$ cat src/rtl/aes_serial_selftest.sv
// aes_serial_selftest
//   Self-test sequencer for one bit-serial AES encrypt/decrypt core pair.
//   A run does four steps:
//     1. Shift the plaintext and then the key into the encrypt core.
//     2. Read the ciphertext back from the encrypt core.
//     3. Shift that ciphertext and then the key into the decrypt core.
//     4. Read the recovered plaintext back from the decrypt core.
//   Both results are then compared against the port-supplied vectors.
//
// Optional build macro:
//   AES_ST_TIMEOUT_EN  enables a watchdog in E_WAIT/D_WAIT. After TIMEOUT
//                      wait cycles the run ends in DONE with o_timeout=1.
//                      Without the macro the WAIT states wait forever and
//                      o_timeout is tied to 0.
//
// Parameters: NK (key words, 4/6/8), TIMEOUT (wait-cycle limit).
//
// Ports:
//   clk, rst                       clock, async active-high reset
//   i_start                        run request, sampled in IDLE/DONE only
//   i_plaintext, i_key             test vectors, bit 0 shifted first;
//                                  must stay stable while o_busy
//   i_expected_ct                  golden ciphertext
//   o_busy, o_done                 run in progress / run finished (level)
//   o_pass_enc, o_pass_dec         result flags, valid while o_done
//   o_timeout                      a WAIT state expired
//   o_enc_cs, o_enc_miso           encrypt core select and serial data out
//   i_enc_mosi, i_enc_finished     encrypt core serial data in and ready
//   o_dec_*, i_dec_*               same set for the decrypt core
//
// States:
//   IDLE   | waiting for start after reset
//   E_LOAD | shift plaintext then key into encrypt core
//   E_WAIT | wait for enc_finished
//   E_READ | capture 128 ciphertext bits
//   D_LOAD | shift captured ciphertext then key into decrypt core
//   D_WAIT | wait for dec_finished
//   D_READ | capture 128 recovered plaintext bits
//   CHECK  | compare results
//   DONE   | results held, start restarts
module aes_serial_selftest #(
    parameter int NK      = 6,
    parameter int TIMEOUT = 4096
) (
    input  logic                clk,
    input  logic                rst,
    input  logic                i_start,
    input  logic [127:0]        i_plaintext,
    input  logic [32*NK-1:0]    i_key,
    input  logic [127:0]        i_expected_ct,
    output logic                o_busy,
    output logic                o_done,
    output logic                o_pass_enc,
    output logic                o_pass_dec,
    output logic                o_timeout,
    output logic                o_enc_cs,
    output logic                o_enc_miso,
    input  logic                i_enc_mosi,
    input  logic                i_enc_finished,
    output logic                o_dec_cs,
    output logic                o_dec_miso,
    input  logic                i_dec_mosi,
    input  logic                i_dec_finished
);
    localparam int         KEY_W     = 32 * NK;
    localparam logic [8:0] LOAD_LAST = 9'(128 + KEY_W - 1);
    localparam logic [8:0] READ_LAST = 9'd127;

    if (!(NK == 4 || NK == 6 || NK == 8) || TIMEOUT < 2) begin : g_bad_param
        $error("aes_serial_selftest: NK must be 4, 6 or 8 and TIMEOUT at least 2");
    end

    typedef enum logic [3:0] {
        S_IDLE, S_E_LOAD, S_E_WAIT, S_E_READ,
        S_D_LOAD, S_D_WAIT, S_D_READ, S_CHECK, S_DONE
    } state_t;

    state_t       r_state;
    logic [8:0]   r_cnt;
    logic [127:0] r_ct;
    logic [127:0] r_pt;
    logic         r_busy;
    logic         r_done;
    logic         r_pass_enc;
    logic         r_pass_dec;
    logic         r_enc_cs;
    logic         r_enc_miso;
    logic         r_dec_cs;
    logic         r_dec_miso;

    // miso is registered, so each load cycle prepares the bit for the
    // following cycle: index r_cnt+1.
    logic [8:0]   w_nxt;
    logic [8:0]   w_kidx;
    logic [511:0] w_key_ext;
    logic         w_key_bit;
    logic         w_enc_bit;
    logic         w_dec_bit;

    assign w_nxt     = r_cnt + 9'd1;
    assign w_kidx    = w_nxt - 9'd128;
    assign w_key_ext = {{(512 - KEY_W){1'b0}}, i_key};
    assign w_key_bit = w_key_ext[w_kidx];
    assign w_enc_bit = (w_nxt < 9'd128) ? i_plaintext[w_nxt[6:0]] : w_key_bit;
    assign w_dec_bit = (w_nxt < 9'd128) ? r_ct[w_nxt[6:0]] : w_key_bit;

`ifdef AES_ST_TIMEOUT_EN
    localparam int              WT_W      = $clog2(TIMEOUT);
    localparam logic [WT_W-1:0] WAIT_LOAD = WT_W'(TIMEOUT - 1);

    logic [WT_W-1:0] r_wait;
    logic            r_timeout;
    logic            w_wait_tc;

    assign w_wait_tc = (r_wait == '0);
    assign o_timeout = r_timeout;
`else
    assign o_timeout = 1'b0;
`endif

    always_ff @(posedge clk or posedge rst) begin
        if (rst) begin
            r_state    <= S_IDLE;
            r_cnt      <= '0;
            r_ct       <= '0;
            r_pt       <= '0;
            r_busy     <= 1'b0;
            r_done     <= 1'b0;
            r_pass_enc <= 1'b0;
            r_pass_dec <= 1'b0;
            r_enc_cs   <= 1'b0;
            r_enc_miso <= 1'b0;
            r_dec_cs   <= 1'b0;
            r_dec_miso <= 1'b0;
`ifdef AES_ST_TIMEOUT_EN
            r_wait     <= '0;
            r_timeout  <= 1'b0;
`endif
        end else begin
            case (r_state)
                S_IDLE, S_DONE: begin
                    if (i_start) begin
                        r_state    <= S_E_LOAD;
                        r_cnt      <= '0;
                        r_busy     <= 1'b1;
                        r_done     <= 1'b0;
                        r_pass_enc <= 1'b0;
                        r_pass_dec <= 1'b0;
                        r_enc_cs   <= 1'b1;
                        r_enc_miso <= i_plaintext[0];
`ifdef AES_ST_TIMEOUT_EN
                        r_timeout  <= 1'b0;
`endif
                    end
                end
                S_E_LOAD: begin
                    if (r_cnt == LOAD_LAST) begin
                        r_state    <= S_E_WAIT;
                        r_cnt      <= '0;
                        r_enc_cs   <= 1'b0;
                        r_enc_miso <= 1'b0;
`ifdef AES_ST_TIMEOUT_EN
                        r_wait     <= WAIT_LOAD;
`endif
                    end else begin
                        r_cnt      <= w_nxt;
                        r_enc_miso <= w_enc_bit;
                    end
                end
                S_E_WAIT: begin
                    if (i_enc_finished) begin
                        r_state  <= S_E_READ;
                        r_cnt    <= '0;
                        r_enc_cs <= 1'b1;
                    end
`ifdef AES_ST_TIMEOUT_EN
                    else if (w_wait_tc) begin
                        r_state   <= S_DONE;
                        r_busy    <= 1'b0;
                        r_done    <= 1'b1;
                        r_timeout <= 1'b1;
                    end else begin
                        r_wait <= r_wait - 1'b1;
                    end
`endif
                end
                S_E_READ: begin
                    r_ct[r_cnt[6:0]] <= i_enc_mosi;
                    if (r_cnt == READ_LAST) begin
                        r_state    <= S_D_LOAD;
                        r_cnt      <= '0;
                        r_enc_cs   <= 1'b0;
                        r_dec_cs   <= 1'b1;
                        r_dec_miso <= r_ct[0];
                    end else begin
                        r_cnt <= w_nxt;
                    end
                end
                S_D_LOAD: begin
                    if (r_cnt == LOAD_LAST) begin
                        r_state    <= S_D_WAIT;
                        r_cnt      <= '0;
                        r_dec_cs   <= 1'b0;
                        r_dec_miso <= 1'b0;
`ifdef AES_ST_TIMEOUT_EN
                        r_wait     <= WAIT_LOAD;
`endif
                    end else begin
                        r_cnt      <= w_nxt;
                        r_dec_miso <= w_dec_bit;
                    end
                end
                S_D_WAIT: begin
                    if (i_dec_finished) begin
                        r_state  <= S_D_READ;
                        r_cnt    <= '0;
                        r_dec_cs <= 1'b1;
                    end
`ifdef AES_ST_TIMEOUT_EN
                    else if (w_wait_tc) begin
                        r_state   <= S_DONE;
                        r_busy    <= 1'b0;
                        r_done    <= 1'b1;
                        r_timeout <= 1'b1;
                    end else begin
                        r_wait <= r_wait - 1'b1;
                    end
`endif
                end
                S_D_READ: begin
                    r_pt[r_cnt[6:0]] <= i_dec_mosi;
                    if (r_cnt == READ_LAST) begin
                        r_state  <= S_CHECK;
                        r_cnt    <= '0;
                        r_dec_cs <= 1'b0;
                    end else begin
                        r_cnt <= w_nxt;
                    end
                end
                S_CHECK: begin
                    r_state    <= S_DONE;
                    r_pass_enc <= (r_ct == i_expected_ct);
                    r_pass_dec <= (r_pt == i_plaintext);
                    r_busy     <= 1'b0;
                    r_done     <= 1'b1;
                end
                default: r_state <= S_IDLE;
            endcase
        end
    end

    assign o_busy     = r_busy;
    assign o_done     = r_done;
    assign o_pass_enc = r_pass_enc;
    assign o_pass_dec = r_pass_dec;
    assign o_enc_cs   = r_enc_cs;
    assign o_enc_miso = r_enc_miso;
    assign o_dec_cs   = r_dec_cs;
    assign o_dec_miso = r_dec_miso;

endmodule

$ cat config.mk
export PLATFORM = sky130hd
export DESIGN_NAME = aes_serial_selftest
export DESIGN_NICKNAME = d
export VERILOG_FILES = /design/src/rtl/aes_serial_selftest.sv
export SDC_FILE = /design/constraint.sdc
export NUM_CORES = 1
export LEC_CHECK = 0
export BUFFER_PORTS_ARGS = -buffer_cell sky130_fd_sc_hd__buf_4
export CAP_MARGIN = 20
export CELL_PAD_IN_SITES_DETAIL_PLACEMENT = 0
export CELL_PAD_IN_SITES_GLOBAL_PLACEMENT = 1
export CORE_MARGIN = 2
export CORE_UTILIZATION = 40
export DETAILED_ROUTE_END_ITERATION = 6
export MAX_ROUTING_LAYER = met4
export PLACE_DENSITY_LB_ADDON = 0.3
export SYNTH_ARGS = -nofsm -noshare
export SYNTH_HDL_FRONTEND = slang
export SYNTH_SLANG_ARGS = --single-unit
$ cat constraint.sdc
create_clock -name clk -period 10.55 [get_ports clk]
set_input_delay 0.5275 -clock clk [delete_from_list [all_inputs] [get_ports clk]]
set_output_delay 0.5275 -clock clk [all_outputs]
set_load 0.005 [all_outputs]
==> impl_metrics.toml <==
[power_and_ir_drop]
sequentialPowerShare_pct = 30.5
swShare_pct = 35.42
clkPwrFrac_pct = 28.9
p_switching_mw = 1.445
peakVddDrop_uv = 141.5
combPwrFrac_pct = 40.5
leakagePower_nw = 10.09
p_int_mw = 2.635
power_density_nw_per_um2 = 171.6

[global_route]
grt_pass1_wl_um = 111500
antenna_found_initial = 0
grt_pass1_vias = 16180
grt_max_degree = 165
overflow = 0
track_usage_pct = 33.08

[timing]
worstMarginPinSlew_ns = 1.085
slew_violations = 0
fin_skew_ns = 0.01866
final_hold_viol_count = 0
period_share_pct = 44.19
min_period_ns = 4.662
finalSetupTns_ns = 0
hold_slack_ns = 0.09206
fmax_mhz = 214.5
grt_setup_unrepaired = "false"
slew-limit-headroom_pct = 27.55
setup_violations = 0
setup_slack_ns = 5.888

[floorplanning]
core_sq_um = 46460
ioPinCount = 464
die_w_um = 220.5
die_h_um = 220.5
rows = 79
start_util_pct = 40.37
die_area_sq_um = 48640

[critical_path]
cp_slowest_cell = "dfrtp_4"
worstPathArrival_ns = 5.11
start_kind = "flop"
r2r-start = "r_cnt[0]$_DFFE_PP0P_"
cp-end-kind = "flop"
critPathBufInv = 1
rrSetupSlack_ns = 5.89
crit_chain = "ha_4, buf_4, mux4_1, mux4_2, mux2i_1, o211a_1, a21oi_1, o21ai_1, o41ai_1"
cp_data_required_time_ns = 10.99
ff2ff_path_depth = 9
max_stage_delay_ns = 0.95
crit_fanout = 65
critical_path.top_delay_family = "multiplexers"
reg2reg_to = "o_dec_miso$_DFFE_PP0P_"
crit_type = "flop to flop"

[yosys]
synthAdderAreaFrac_pct = 0.1334
synth_seq_area_share_pct = 36.96
synth-seq-cells = 277
ys_top_cells_by_area = "dfrtp_1 (37%), mux2_2 (15%), mux4_2 (13%)"
syn_nets = 2148
yosys_warnings = 0
yosys.cell_types.count = 61
yosys.area_share.simple_pct = 13.28
synth_cells = 1691
post-synth-top-area-fraction_pct = 36.96
synth_area_sq_um = 18760
synth-async-reset-ratio_pct = 100.0
synth_top_area_cell = "dfrtp_1"
syn_area_per_cell_sq_um = 11.09
synth_compound_area_share_pct = 2.869
synthXorXnorAreaFrac_pct = 12.56
synth.mux.area_fraction_pct = 30.85
synth-edff-count = 0
synth-main-ff-cell = "dfrtp_1"
synth_top_family_by_area = "multiplexers"

[clocking]
htreeDepth = 1
cts_made_buffers = 30
clockBufferDepth = 3
clock_sinks = 277
ctsRootBufferMaster = "clkbuf_16"
cts_tree = "built"
cts_resized = 0
clkLatencyLatePin_ns = 0.59
ctsHoldBuffers = 0
cts_setup_buffers = 0
cts.clk_slew.worst_paths_ns = 0.06

[place]
pre_cts_ws_ns = 5.912
dpl.hpwl_um = 61400
place_congestion = 0.9776
io_buffer_count = 462

[final_layout]
nets = 2562
area_growth_pct = 26.77
fill_cells = 4286
register_area_sq_um = 6935
final_cell_mix = "buf_4 (478), dfrtp_1 (276), mux2_2 (253)"
final_common_cell = "buf_4"
multiInputGateArea_sq_um = 11270
drive_above_1_share_pct = 42.79

[route]
wl_per_cell_um = 29.19
drt-total-wl_um = 79890
ant_nets = 0
drtPass1Iterations = 5
vias_per_cell = 5.916
drcViolationCount = 0
drtIter0Drc = 1502
vias = 16190

[worst_hold_path]
hp-class = "input port to async pin"

[job]
maxCapViolations = 0

[status]
outcome = "finished clean"
## per-stage QoR
stage / area, sq um / utilization [%] / total power [mW] / cells
after floorplan: 18760 / - / 2.373 / 1691
after global placement: 22630 / 48.70 / 2.882 / 2677
after detailed placement: 22630 / 48.71 / 2.904 / 2678
after CTS: 23720 / 51.06 / 4.082 / 2734
after global routing: 23770 / 51.17 / 4.239 / 2736
final: 23780 / 51.18 / 4.080 / 2737
## worst register-to-register path: cells and delay by family, from the launching register on
family / cells / cell delay, ns
mux: 3 / 1.18
flops: 1 / 0.95
fa+ha+maj: 1 / 0.89
buf+inv: 1 / 0.84
compound gates: 4 / 0.67
## cells by family after synthesis
kind of cell | Yosys count
AND/OR/NAND/NOR | 562
multiplexers | 391
flip-flops | 277
XOR/XNOR | 263
buffers and inverters | 113
AO/OA/AOI/OAI | 82
adder cells (fa/ha/maj) | 2
other | 1
## final cells by class
type                            count  area share (%)
Timing Repair Buffer              482           15.43
Clock buffer                       45           3.820
Inverter                           13          0.2368
Sequential cell                   277           29.17
Antenna cell                        1         0.01052
Tap cell                          607           3.194
Clock inverter                     11          0.7578
Multi-Input combinational cell   1301           47.38
## worst max-delay path by stage
stage	endpoint	start	slack [ns]	cells past startpoint
global placement	o_dec_miso$_DFFE_PP0P_	r_cnt[0]$_DFFE_PP0P_	6.02	9
global route	o_enc_miso$_DFFE_PP0P_	r_cnt[0]$_DFFE_PP0P_	5.68	9
detailed placement	o_enc_miso$_DFFE_PP0P_	r_cnt[0]$_DFFE_PP0P_	5.91	9
finish	o_dec_miso$_DFFE_PP0P_	r_cnt[0]$_DFFE_PP0P_	5.89	9
floorplan	o_busy$_DFFE_PP0P_	rst	2.39	1
CTS	o_dec_miso$_DFFE_PP0P_	r_cnt[0]$_DFFE_PP0P_	5.91	9
## sequential cells by signal, summed over array words and instances, names as in the netlist
name and cells:
o_busy 1, o_done 1, o_pass_dec 1, o_pass_enc 1, o_dec_miso 1, o_dec_cs 1, r_pt 128, o_enc_miso 1
r_ct 128, o_enc_cs 1, r_state 4, r_cnt 9
## per-layer routing
metal / GRT usage [%] / up-vias / share of wire (%)
met2: 55.26 / 889 / 49
met5: - / - / 0
li1: - / 6896 / -
met3: 4.440 / 192 / 8.0
met4: 13.60 / 0 / 4.7
met1: 40.52 / 8216 / 38
## Yosys cell counts, types with 2 or more instances
library cell    n
mux2i_1        14
a21oi_1        11
o2bb2ai_1       2
buf_8           2
nand4_1        49
o2111ai_1       7
xnor2_1       152
nand2b_1        8
a221oi_1        3
nand3_1        36
xor2_1        107
nor4_1         37
nor3_2          2
buf_4          16
nor3_1         10
mux2_1          4
nand2_1       220
and3_1          5
ha_1            2
o21ai_1         2
a32oi_1         2
a311oi_1        4
nor2b_1         6
nor2_1        177
xor2_4          2
buf_6          11
mux4_2        107
dfrtp_1       277
buf_2          24
and2_1          2
mux4_1         13
o21ai_0        27
inv_1          13
a31oi_1         8
nand3b_1        2
a2111oi_0       2
clkbuf_1       45
o41ai_1         2
o22ai_1         4
mux2_2        253
## power by group through the flow
stage / sequential [mW] / clock (mW) / combinational (mW)
floorplan: 1.17 / 0 / 1.20
global placement: 1.26 / 0 / 1.62
global route: 1.26 / 1.23 / 1.75
finish: 1.25 / 1.18 / 1.65
detailed placement: 1.26 / 0 / 1.64
CTS: 1.24 / 1.19 / 1.65
Power figures use the tool's default switching activity.
